## src/rtl/rn_release_sequencer.sv

```systemverilog
// Reset-release sequencer for the active-low RN pins of async-clear flop banks.
// Holds every domain in reset, then releases them in order with a programmable stagger.
module rn_release_sequencer #(
  parameter int HOLD_CYCLES = 16,
  parameter int STAGGER     = 2,
  parameter int NUM_DOMAINS = 4
) (
  input  logic                   CLK,
  input  logic                   RST,
  input  logic                   REQ,
  output logic [NUM_DOMAINS-1:0] RN,
  output logic                   READY,
  output logic                   CAUSE
);

  localparam int CNT_MAX = (HOLD_CYCLES > STAGGER) ? HOLD_CYCLES : STAGGER;
  localparam int CW      = $clog2(CNT_MAX + 1);
  localparam int IW      = (NUM_DOMAINS > 1) ? $clog2(NUM_DOMAINS) : 1;

  localparam logic [1:0] S_HOLD    = 2'd0;
  localparam logic [1:0] S_RELEASE = 2'd1;
  localparam logic [1:0] S_RUN     = 2'd2;

  if (HOLD_CYCLES < 1 || HOLD_CYCLES > 255) begin : g_badHold
    $error("HOLD_CYCLES must be in 1..255");
  end
  if (STAGGER < 1 || STAGGER > 255) begin : g_badStagger
    $error("STAGGER must be in 1..255");
  end
  if (NUM_DOMAINS < 1 || NUM_DOMAINS > 8) begin : g_badDomains
    $error("NUM_DOMAINS must be in 1..8");
  end

  logic [1:0]             r_state;
  logic [CW-1:0]          r_cnt;
  logic [IW-1:0]          r_idx;
  logic [NUM_DOMAINS-1:0] r_rn;
  logic                   r_ready;
  logic                   r_cause;

  logic [CW-1:0] w_cntInc;
  logic          w_holdDone;
  logic          w_stagDone;
  logic          w_lastIdx;

  assign w_cntInc   = r_cnt + CW'(1);
  assign w_holdDone = (w_cntInc == CW'(HOLD_CYCLES));
  assign w_stagDone = (w_cntInc == CW'(STAGGER));
  assign w_lastIdx  = (r_idx == IW'(NUM_DOMAINS - 1));

  // Counters stop one short of their terminal value, so cnt never wraps.
  always_ff @(posedge CLK) begin
    if (RST || REQ) begin
      r_state <= S_HOLD;
      r_cnt   <= '0;
      r_idx   <= '0;
      r_rn    <= '0;
      r_ready <= 1'b0;
      r_cause <= ~RST;
    end else begin
      case (r_state)
        S_HOLD: begin
          if (w_holdDone) begin
            r_rn[0] <= 1'b1;
            r_cnt   <= '0;
            if (NUM_DOMAINS == 1) begin
              r_state <= S_RUN;
              r_ready <= 1'b1;
            end else begin
              r_state <= S_RELEASE;
              r_idx   <= IW'(1);
            end
          end else begin
            r_cnt <= w_cntInc;
          end
        end
        S_RELEASE: begin
          if (w_stagDone) begin
            r_rn[r_idx] <= 1'b1;
            r_cnt       <= '0;
            if (w_lastIdx) begin
              r_state <= S_RUN;
              r_ready <= 1'b1;
            end else begin
              r_idx <= r_idx + IW'(1);
            end
          end else begin
            r_cnt <= w_cntInc;
          end
        end
        S_RUN: begin
          r_state <= S_RUN;
        end
        default: begin
          r_state <= S_HOLD;
          r_cnt   <= '0;
          r_idx   <= '0;
          r_rn    <= '0;
          r_ready <= 1'b0;
        end
      endcase
    end
  end

  assign RN    = r_rn;
  assign READY = r_ready;
  assign CAUSE = r_cause;

endmodule

```

## config.mk

```make
export PLATFORM = sky130hd
export DESIGN_NAME = rn_release_sequencer
export DESIGN_NICKNAME = d
export VERILOG_FILES = /design/src/rtl/rn_release_sequencer.sv
export SDC_FILE = /design/constraint.sdc
export NUM_CORES = 1
export LEC_CHECK = 0
export BUFFER_PORTS_ARGS = -buffer_cell sky130_fd_sc_hd__buf_4
export CAP_MARGIN = 10
export CORE_MARGIN = 2
export CORE_UTILIZATION = 30
export DETAILED_ROUTE_END_ITERATION = 12
export PLACE_DENSITY_LB_ADDON = 0.12
export SYNTH_ARGS = -nofsm -noshare
export SYNTH_HDL_FRONTEND = slang
export SYNTH_SLANG_ARGS = --single-unit
export TNS_END_PERCENT = 10
```

## constraint.sdc

```tcl
create_clock -name CLK -period 2.5 [get_ports CLK]
set_clock_uncertainty 0.2 [all_clocks]
set_input_delay 0.375 -clock CLK [delete_from_list [all_inputs] [get_ports CLK]]
set_output_delay 0.375 -clock CLK [all_outputs]
set_load 0.02 [all_outputs]
```

# After elaboration in Yosys (flattened, before gate mapping)
# Cells that the tools add are included.
# word_totals
reg_bits	15
romBits	0
n_memories	0
elab_cells	52
latchBits	0
ram_bits	0
input_bits	3
# op_classes
reduce_logical	9
n_mul	0
mux	19
addsub	2
order_cmp	2
n_div	0
bitwise_logic	4
eq_ne	9
shift	0
# op_table
cell	count
5-bit case mux with 3 select lines	1
2-bit case mux with 3 select lines	2
2-bit 2-to-1 mux	5
5-bit 2-to-1 mux	2
3-bit AND reduction	3
2-bit != test, second input constant	4
3-bit case mux with 2 select lines	1
5-bit by 1-bit adder with 5-bit output, second input constant	1
5-bit by 2-bit == test with 1-bit output, second input constant	1
5-bit == test, second input constant	1
2-bit == test, second input constant	2
1-bit 2-to-1 mux	4
4-bit 2-to-1 mux	1
4-bit bitwise OR	1
4-bit AND reduction	1
2-bit by 3-bit less-than comparator with 1-bit output, second input constant	1
1-bit NOT	3
1-bit case mux with 3 select lines	1
2-bit by 1-bit adder with 2-bit output, second input constant	1
1-bit demux with 2-bit select	1
2-bit by 1-bit == test with 1-bit output, second input constant	1
2-bit by 1-bit >= comparator with 1-bit output, second input constant	1
2-bit zero test	1
1-bit case mux with 2 select lines	1
other kinds (4)	4

# Longest topological paths before layout
# logic_depth
depth_word	7
depth_mapped	8
ltp_nobuf	7

# Worst setup path after synthesis
# Ideal clock, no wire load.
# synth_path
path_kind	reg2reg
startpoint	reg r_cnt[0]
endpoint	reg r_idx[1]
arrival_ns	1.730
required_time_ns	2.199
n_path_buf	0
setup_ns	0.101
path_stages_with_launch	8
path_slack_ns	0.469
cell_sequence	dfxtp_1 -> ha_1 -> and2_4 -> nand4_1 -> o31ai_2 -> and3b_4 -> mux2_1 -> o41ai_1
# synth_via
elab_chain_cells	4
word_cells_on_any_way	6
# synth_lines
item	line	text
start: declaration	35	logic [CW-1:0] r_cnt;
start signal: assignment	74	r_cnt <= w_cntInc;
start signal: assignment	88	r_cnt <= w_cntInc;
5-bit by 1-bit adder with 5-bit output (*)	46	assign w_cntInc = r_cnt + CW'(1);
5-bit by 2-bit == test with 1-bit output / 5-bit == test (equally long branches)	48, 47	
2-bit != test (no source line)	--	
4-bit AND reduction (no source line) (*)	--	
end signal: assignment	85	r_idx <= r_idx + IW'(1);
end: declaration	36	logic [IW-1:0] r_idx;
# Every way passes the cells marked *; elsewhere a longest branch is shown, timed or not.
# A chain may end at the register's enable or synchronous reset.

# Worst setup path in the final report
# Ends and elaborated chain as after synthesis.

==> qor.txt <==
top cell type's share of synthesized area = 0.289
library cells used by synthesis = 43
area taken by multi-input logic gates = 602 um2
Overflow after GRT = 0
share of layout cells above drive strength 1 = 0.236
initial antenna violation count = 0
largest net degree at the start of global routing = 10
total die area = 0.00371 mm2
Post-synth top cells = 15 x nor2_1, 14 x dfxtp_1, 10 x ha_1, 9 x a21oi_1, 9 x inv_1
kind of critical path = reg -> reg
Worst R2R Setup Slack = 270 ps
top-count cell post-synth = nor2_1
Initial Util = 0.315
Die Span Y = 60.9 um
Final Max Slew Viols = 0
CP endpoint kind = register
I/O pin total = 9
Max clock buf depth = 2
Std-Cell Rows = 20
Reg2Reg Depth = 7
Hold Buf Count CTS = 0
crit path max fanout = 7
synth warn = 0
Clk Latency, worst-skew pair = 290 ps
drt drc = 0
PostCTS Resize Cnt = 0
peak supply drop = 245 uV
DR iter-0 viols = 20
Antenna diodes = 0
antenna viol nets, final = 0
critical path's largest stage delay = 450 ps
Fin. Hold Viols = 0
Tcrit/Tclk final = 0.890
xor and xnor area share after synthesis = 0.00902
Fin Setup TNS = 0 ps
CP Cell Sequence = ha_1, and2_4, nand4_1, o31ai_2, and3b_4, mux2_1, o41ai_1
EDFF count, synth = 1
Post-Syn Nets = 123
Syn Area/Cell = 8.83 um2
post-synthesis mux area share = 0.0322
Least-Margin Pin Slew = 370 ps
Detailed Routing Iterations Pass 1 = 4
Worst Hold Depth = 2
final setup violation count = 0
vias = 813
pwr/cell area = 378 mW/mm2
Critical path origin = r_cnt[0]
Rel. slew slack = 0.753
CTS tree = done
prevailing post-synth register cell = dfxtp_1
Pwr Total = 0.424 mW
synth-to-layout area growth = 15.5%
Critical Path Source Type = register
Async SR Flop Fraction = 0
vias in the first global route = 759
Adder-Cell Fraction of Synth Area = 0.129
GP Congestion = 0.737
slowest library cell on the worst path = dfxtp_1
Max-Cap Viols = 0
synthesis-stage register bit count = 15
Pleak = 0.426 nW
HP Class = in -> reg
RSZ-0062 raised after global routing = no
Reg clk slew, reported paths = 100 ps
launch point of the worst reg-to-reg path = r_cnt[0]
status = completed
Die W = 60.9 um
cell taking the most area after synthesis = dfxtp_1
fin crit period = 2230 ps
Mapped Area = 971 um2
CP required = 2490 ps
Root Driver = clkbuf_4
setup bufs post-CTS = 0
port bufs = 8
first-pass GRT wire length = 3.30 mm
final net count = 137
vias per cell = 4.87
H-tree levels = 1
synthesized netlist cell count = 110
number of clock sinks = 15
Layout fillers = 318
Synth area leaders = dfxtp_1 29%, ha_1 13%, nor2_1 5.8%
FF-to-FF End = r_idx[1]
main combinational cell family by area after synthesis = compound AO/OA/AOI/OAI gates
Arrival @ worst endpoint = 2220 ps
Total GRT Usage = 0.124
WL per Instance = 12.0 um
Seq/Total Area, Yosys = 0.320
Routed WL = 2.00 mm
FF/Latch Area = 310 um2
post-synthesis compound-gate area fraction = 0.254
simple-gate portion of the synthesized area = 0.196
f_max = 449 MHz
DP Wirelength = 1.55 mm
core area = 0.00308 mm2
Num CTS Buffers = 3
CP endpoint = r_idx[1]
registers in the layout, indices dropped and copies added (netlist names):
name / count
r_cnt: 5
RN: 4
r_idx: 2
r_state: 2
CAUSE: 1
READY: 1
layout by cell type (no fill, tap or decap), types with 3 or more instances in the layout:
cell      count
nor2_1       15
dfxtp_1      14
buf_4        12
ha_1         10
inv_1         9
a21oi_1       9
nand2_1       6
nand3_1       4
clkbuf_4      3
per-layer routing:
layer  routed length, um  share of wire  vias to the layer above  track usage
li1                    -              -                      415            -
met1                 934           0.47                      372        0.139
met2                 951           0.48                       21        0.220
met3                  86          0.043                        5       0.0384
met4                  29          0.014                        0       0.0466
met5                   0              0                        -            0
power by group:
part           total, mW  switching, mW  leakage (nW)  internal (mW)
registers          0.247        0.00285         0.123          0.245
logic             0.0283         0.0156         0.288         0.0127
clock network      0.148         0.0863        0.0150         0.0621
cell families (layout without fill, tap and decap cells):
group	count (synthesis)	after routing
muxes	3	3
and+or+nand+nor	37	37
buffers and inverters	13	26
AOI/OAI and AO/OA	31	31
adders and majority gates	10	10
xor gates and xnor gates	1	1
DFF	15	15
worst max-delay path: cells and delay by family, from the launching register on:
family	cells	cell delay (ps)
AND/OR/NAND/NOR	3	660
flip-flops	1	450
multiplexers	1	320
adder cells (fa/ha/maj)	1	290
AO/OA/AOI/OAI	2	210
worst min path at each step:
stage,endpoint,slack (ps),start
final,CAUSE,130,RST
after global routing,CAUSE,150,RST
after CTS,CAUSE,130,RST
after detailed placement,RN[1],260,RN[1]
after global placement,RN[1],250,RN[1]
after floorplan,r_state[1],250,r_state[1]
cell type report:
| cell class | count | area share |
|---|---|---|
| Inverter | 10 | 0.0335 |
| Tap cell | 44 | 0.0491 |
| Clock buffer | 4 | 0.0234 |
| Timing Repair Buffer | 12 | 0.0804 |
| Sequential cell | 15 | 0.277 |
| Multi-Input combinational cell | 82 | 0.537 |
stage by stage:
stage,setup WS [ps],util,instances,hold slack [ps],area (um2)
6_report,275,0.364,167,134,1120
5_1_grt,110,0.364,167,147,1120
4_1_cts,264,0.364,167,128,1120
3_5_place_dp,303,0.356,163,260,1090
3_3_place_gp,380,0.356,163,254,1090
2_1_floorplan,469,-,110,251,971
No activity file was read; power rests on OpenSTA's default activity.
